==> src/rtl/perceptron_trainer.sv <==
// Write-side engine of the bias-free perceptron predictor. It recomputes the output
// of a resolved branch, decides whether to train, and emits saturated weight updates.

module perceptron_lane #(
    parameter int W_BITS = 3
) (
    input  logic signed [W_BITS-1:0] w_i,
    input  logic                     h_i,
    output logic signed [W_BITS:0]   term_o,
    input  logic signed [W_BITS-1:0] upd_w_i,
    input  logic                     upd_h_i,
    input  logic                     upd_outcome_i,
    output logic signed [W_BITS-1:0] upd_w_o
);
    localparam logic signed [W_BITS-1:0] W_MAX = {1'b0, {(W_BITS-1){1'b1}}};
    localparam logic signed [W_BITS-1:0] W_MIN = {1'b1, {(W_BITS-1){1'b0}}};
    localparam logic signed [W_BITS-1:0] W_ONE = 1;

    logic signed [W_BITS:0] w_ext;

    // One extra bit so that negating the most negative weight stays positive.
    assign w_ext  = {w_i[W_BITS-1], w_i};
    assign term_o = h_i ? w_ext : -w_ext;

    always_comb begin
        upd_w_o = upd_w_i;
        if (upd_h_i == upd_outcome_i) begin
            if (upd_w_i != W_MAX) upd_w_o = upd_w_i + W_ONE;
        end else begin
            if (upd_w_i != W_MIN) upd_w_o = upd_w_i - W_ONE;
        end
    end
endmodule

module perceptron_trainer #(
    parameter int LANES      = 16,
    parameter int W_BITS     = 3,
    parameter int IDX_BITS   = 10,
    parameter int THETA_W    = 6,
    parameter int THETA_INIT = 12,
    parameter int TC_BITS    = 4
) (
    input  logic                         clk,
    input  logic                         rst,
    input  logic                         in_valid,
    input  logic [LANES*IDX_BITS-1:0]    in_index,
    input  logic [LANES*W_BITS-1:0]      in_weights,
    input  logic [LANES-1:0]             in_history,
    input  logic                         in_outcome,
    output logic                         wr_en,
    output logic [LANES*IDX_BITS-1:0]    wr_index,
    output logic [LANES*W_BITS-1:0]      wr_weights,
    output logic [THETA_W-1:0]           theta,
    output logic [15:0]                  miss_count
);
    localparam int TERM_W = W_BITS + 1;
    localparam int SUM_W  = 8;

    localparam logic signed [TC_BITS-1:0] TC_MAX = {1'b0, {(TC_BITS-1){1'b1}}};
    localparam logic signed [TC_BITS-1:0] TC_MIN = {1'b1, {(TC_BITS-1){1'b0}}};
    localparam logic [THETA_W-1:0]        THETA_MAX = {THETA_W{1'b1}};

    logic [LANES-1:0][TERM_W-1:0] term;
    logic [LANES-1:0][W_BITS-1:0] upd_w;

    logic signed [SUM_W-1:0] sum_c;
    logic [SUM_W-1:0]        abs_c;
    logic                    mis_c, train_c;

    logic                       s1_valid_q;
    logic [LANES*IDX_BITS-1:0]  s1_index_q;
    logic [LANES*W_BITS-1:0]    s1_weights_q;
    logic [LANES-1:0]           s1_hist_q;
    logic                       s1_outcome_q;
    logic                       s1_mis_q;
    logic                       s1_train_q;

    logic                       wr_en_q;
    logic [LANES*IDX_BITS-1:0]  wr_index_q;
    logic [LANES*W_BITS-1:0]    wr_weights_q;

    logic [THETA_W-1:0]         theta_q, theta_d;
    logic signed [TC_BITS-1:0]  tc_q, tc_d;
    logic [15:0]                miss_q, miss_d;

    // Stage 1 lanes see the incoming weights; stage 2 lanes update the captured ones.
    for (genvar i = 0; i < LANES; i++) begin : g_lane
        perceptron_lane #(.W_BITS(W_BITS)) u_lane (
            .w_i           (in_weights[i*W_BITS +: W_BITS]),
            .h_i           (in_history[i]),
            .term_o        (term[i]),
            .upd_w_i       (s1_weights_q[i*W_BITS +: W_BITS]),
            .upd_h_i       (s1_hist_q[i]),
            .upd_outcome_i (s1_outcome_q),
            .upd_w_o       (upd_w[i])
        );
    end

    always_comb begin
        sum_c = '0;
        for (int i = 0; i < LANES; i++) begin
            sum_c = sum_c + {{(SUM_W-TERM_W){term[i][TERM_W-1]}}, term[i]};
        end
    end

    assign abs_c   = sum_c[SUM_W-1] ? -sum_c : sum_c;
    assign mis_c   = ~sum_c[SUM_W-1] ^ in_outcome;
    assign train_c = mis_c | (abs_c <= SUM_W'(theta_q));

    always_ff @(posedge clk) begin
        if (rst) s1_valid_q <= 1'b0;
        else     s1_valid_q <= in_valid;
    end

    // Datapath registers carry no reset; the valid bit qualifies them.
    always_ff @(posedge clk) begin
        s1_index_q   <= in_index;
        s1_weights_q <= in_weights;
        s1_hist_q    <= in_history;
        s1_outcome_q <= in_outcome;
        s1_mis_q     <= mis_c;
        s1_train_q   <= train_c;
    end

    always_ff @(posedge clk) begin
        if (rst) begin
            wr_en_q      <= 1'b0;
            wr_index_q   <= '0;
            wr_weights_q <= '0;
        end else begin
            wr_en_q      <= s1_valid_q & s1_train_q;
            wr_index_q   <= s1_index_q;
            wr_weights_q <= upd_w;
        end
    end

    // Theta moves only after the confidence counter saturates in one direction.
    always_comb begin
        theta_d = theta_q;
        tc_d    = tc_q;
        miss_d  = miss_q;
        if (s1_valid_q) begin
            if (s1_mis_q) begin
                if (miss_q != 16'hFFFF) miss_d = miss_q + 16'd1;
                if (tc_q == TC_MAX) begin
                    if (theta_q != THETA_MAX) theta_d = theta_q + 1'b1;
                    tc_d = '0;
                end else begin
                    tc_d = tc_q + 1'b1;
                end
            end else if (s1_train_q) begin
                if (tc_q == TC_MIN) begin
                    if (theta_q != '0) theta_d = theta_q - 1'b1;
                    tc_d = '0;
                end else begin
                    tc_d = tc_q - 1'b1;
                end
            end
        end
    end

    always_ff @(posedge clk) begin
        if (rst) begin
            theta_q <= THETA_W'(THETA_INIT);
            tc_q    <= '0;
            miss_q  <= '0;
        end else begin
            theta_q <= theta_d;
            tc_q    <= tc_d;
            miss_q  <= miss_d;
        end
    end

    assign wr_en      = wr_en_q;
    assign wr_index   = wr_index_q;
    assign wr_weights = wr_weights_q;
    assign theta      = theta_q;
    assign miss_count = miss_q;
endmodule
==> config.mk <==
export PLATFORM = sky130hd
export DESIGN_NAME = perceptron_trainer
export DESIGN_NICKNAME = d
export VERILOG_FILES = /design/src/rtl/perceptron_trainer.sv
export SDC_FILE = /design/constraint.sdc
export NUM_CORES = 1
export LEC_CHECK = 0
export CORE_AREA = 2 2 180 182
export CTS_BUF_LIST = sky130_fd_sc_hd__clkbuf_8
export DETAILED_ROUTE_END_ITERATION = 12
export DIE_AREA = 0 0 182 184
export GPL_TIMING_DRIVEN = 0
export PLACE_DENSITY = 0.87
export SYNTH_ARGS = -nofsm -noshare
export SYNTH_HDL_FRONTEND = slang
export SYNTH_SLANG_ARGS = --single-unit
export TNS_END_PERCENT = 100
==> constraint.sdc <==
create_clock -name clk -period 20.5 [get_ports clk]
set_clock_uncertainty 0.15 [all_clocks]
set_input_delay 5.125 -clock clk [delete_from_list [all_inputs] [get_ports clk]]
set_output_delay 5.125 -clock clk [all_outputs]
set_load 0.05 [all_outputs]
==> impl_metrics.yaml <==
status:
  run_status: "finished, final reports clean"
clocking:
  cts_tree: "done"
  root_buffer: "clkbuf_8"
  path_clk_slew_ps: 70
  clkLatencyLatePin_ps: 610
  clock_sinks: 463
  postCtsHoldBufs: 0
  cts-htree-levels: 3
  cts_resized: 0
  cts_buffer_depth: 3
  numCtsBuffers: 75
  cts_setup_buffers: 0
timing:
  finalSetupViolations: 0
  setup_ws_ps: 8697
  worstMarginPinSlew_ps: 752.8
  fmax_mhz: 84.72
  maxSlewHeadroom_pct: 49.66
  finalCriticalPeriod_ps: 11800
  final_hold_viol_count: 0
  slew_viol_final: 0
  rsz0062_at_grt: "false"
  fin_tns_setup_ps: 0
  final.period_utilization_pct: 57.58
yosys:
  synth.net_count: 1859
  synth_warnings: 0
  ys_ff_latch: 463
  synth_ff_type: "dfxtp_1"
  synthArstFlopShare_pct: 0
  syn_area_um2: 16730
  synth_edf_count: 0
  seq_area_frac_synth_pct: 55.40
  syn_area_per_cell_um2: 11.34
  synth_cell_type_count: 54
  synthCells: 1475
cells_and_area:
  finalNonFillerCells: 2473
  area_growth_pct: 39.94
  nFillCells: 1937
  nets: 2393
  drive_gt1_share_pct: 7.347
routing:
  num_vias: 12530
  wl_per_cell_um: 19.70
  drc: 0
  drt-total-wl_um: 48730
  drt_iter0_markers: 675
  vias_per_cell: 5.068
  ant_nets: 0
  drt_pass1_iterations: 8
critical_path:
  worstSetupPathType: "input pin to register"
  rr_startpoint: "s1_mis_q"
  ff2ff_setup_slack_ps: 18190
  worst_ep_required_time_ps: 20820
  worst-path-max-fanout: 8
  r2r_cells: 8
  cp-end-kind: "register"
  worstSetupStartpointType: "input pin"
  cp-startpoint: "in_weights[27]"
  arrival_ps: 12120
  r2r_end: "theta[5]"
global_route:
  grt_pass1_vias: 13100
  antenna_found_initial: 4
  grt_max_degree: 13
  overflow: 0
  grt_pass1_wl_um: 72320
  track_usage_pct: 28.32
die:
  die_w_um: 182
  num_rows: 65
  top_level_ports: 459
  fp.coreArea_um2: 31390
  die_area_um2: 33490
  initial_core_util_pct: 53.29
  fp.dieH_um: 184
placement:
  port_buffers: 457
  dp_hpwl_um: 36120
  place_ws_ps: 8141
  gp_congestion: 0.8927
  dp_cells: 2334
min_path:
  hp-class: "register to register"
  hold_depth: 1
  min_from: "s1_index_q[92]"
  hold_end: "wr_index[92]"
job:
  cap_viol_max_count: 0
[layout by cell type (no fill, tap or decap), types with 29 or more instances in the layout]
cell type	synthesis	layout
inv_1	141	155
fa_1	65	65
clkdlybuf4s50_1	0	457
ha_1	91	91
xor2_1	37	37
o21ai_0	29	29
dfxtp_1	463	463
xnor2_1	54	54
nor2b_1	170	170
nor2_1	83	83
nand2_1	43	43
a21oi_1	77	77
clkbuf_8	0	97
[cells by family after synthesis]
logic type,Yosys count,synth area share [%]
AOI/OAI and AO/OA,198,7.501
xor gates and xnor gates,93,5.026
adders and majority gates,156,14.58
buffers and inverters,173,4.016
muxes,20,1.294
and+or+nand+nor,372,12.18
DFF,463,55.40
[registers in the layout, summed over array words and instances (netlist names)]
name	flops
s1_index_q	160
wr_index	160
s1_weights_q	48
wr_weights	48
miss_count	16
s1_hist_q	16
theta	6
tc_q	4
s1_mis_q	1
s1_outcome_q	1
s1_train_q	1
s1_valid_q	1
wr_en	1
[through the flow]
step           hold slack, ps  instance area, um^2  util [%]
3_3_place_gp            266.9                21810     69.47
2_1_floorplan           263.8                16730         -
6_report                265.8                23410     74.58
3_5_place_dp            272.0                21810     69.47
4_1_cts                 267.0                23410     74.56
5_1_grt                 290.3                23410     74.58
[per-layer routing]
metal  wire length (um)  track usage (%)
met5                 11                0
met1              17370            28.78
met2              24170            50.15
met3               4741            11.09
met4               2435            15.23
[area by class of cell]
type	instances	area [um^2]	area share [%]
Timing Repair Buffer	457	4574	19.54
Inverter	141	529.3	2.261
Buffer	32	142.6	0.6093
Antenna cell	2	5.005	0.02138
Multi-Input combinational cell	839	6789	29.00
Clock inverter	40	264.0	1.128
Tap cell	402	503.0	2.148
Sequential cell	463	9269	39.59
Clock buffer	97	1335	5.703
[critical path: stages]
cell and delay (ps):
clkdlybuf4s50_1 630, inv_1 100, a211oi_1 250, a21oi_1 100, fa_1 540, fa_1 620
inv_1 80, fa_1 560, fa_1 450, fa_1 550, inv_1 60, fa_1 520
inv_1 40, ha_1 340, o21a_1 140, nand2_1 50, a21oi_1 390, xnor2_4 220
o31ai_2 130, xnor2_1 150, ha_1 310, o21a_1 130, o31ai_1 70, a21oi_1 200
nor2_1 70, o2bb2ai_1 160, o211ai_1 130
[Yosys cell counts (7+ instances only)]
library cell,instances,share of area [%]
mux2_2,13,0.88
xnor2_1,54,2.8
nor3_1,17,0.51
and3_1,7,0.26
a21oi_1,77,2.3
nand4_1,9,0.34
nand3_1,16,0.48
clkbuf_1,25,0.56
a31oi_1,16,0.60
mux2i_1,7,0.42
dfxtp_1,463,55
a2111oi_0,15,0.79
a211oi_1,23,1.0
fa_1,65,7.8
ha_1,91,6.8
inv_1,141,3.2
nand2_1,43,0.96
nor2_1,83,1.9
o21ai_0,29,0.87
nor2b_1,170,6.4
xor2_1,37,1.9
and4b_1,13,0.78
[worst max path at each step]
stage	depth (start not counted)	end
floorplan	26	s1_train_q
global placement	27	s1_train_q
detailed placement	27	s1_train_q
CTS	27	s1_train_q
global route	27	s1_train_q
finish	27	s1_train_q
Power is left out: the tool's default activity adds up to more than one toggle a clock period on the data nets, which glitch-free logic cannot reach.
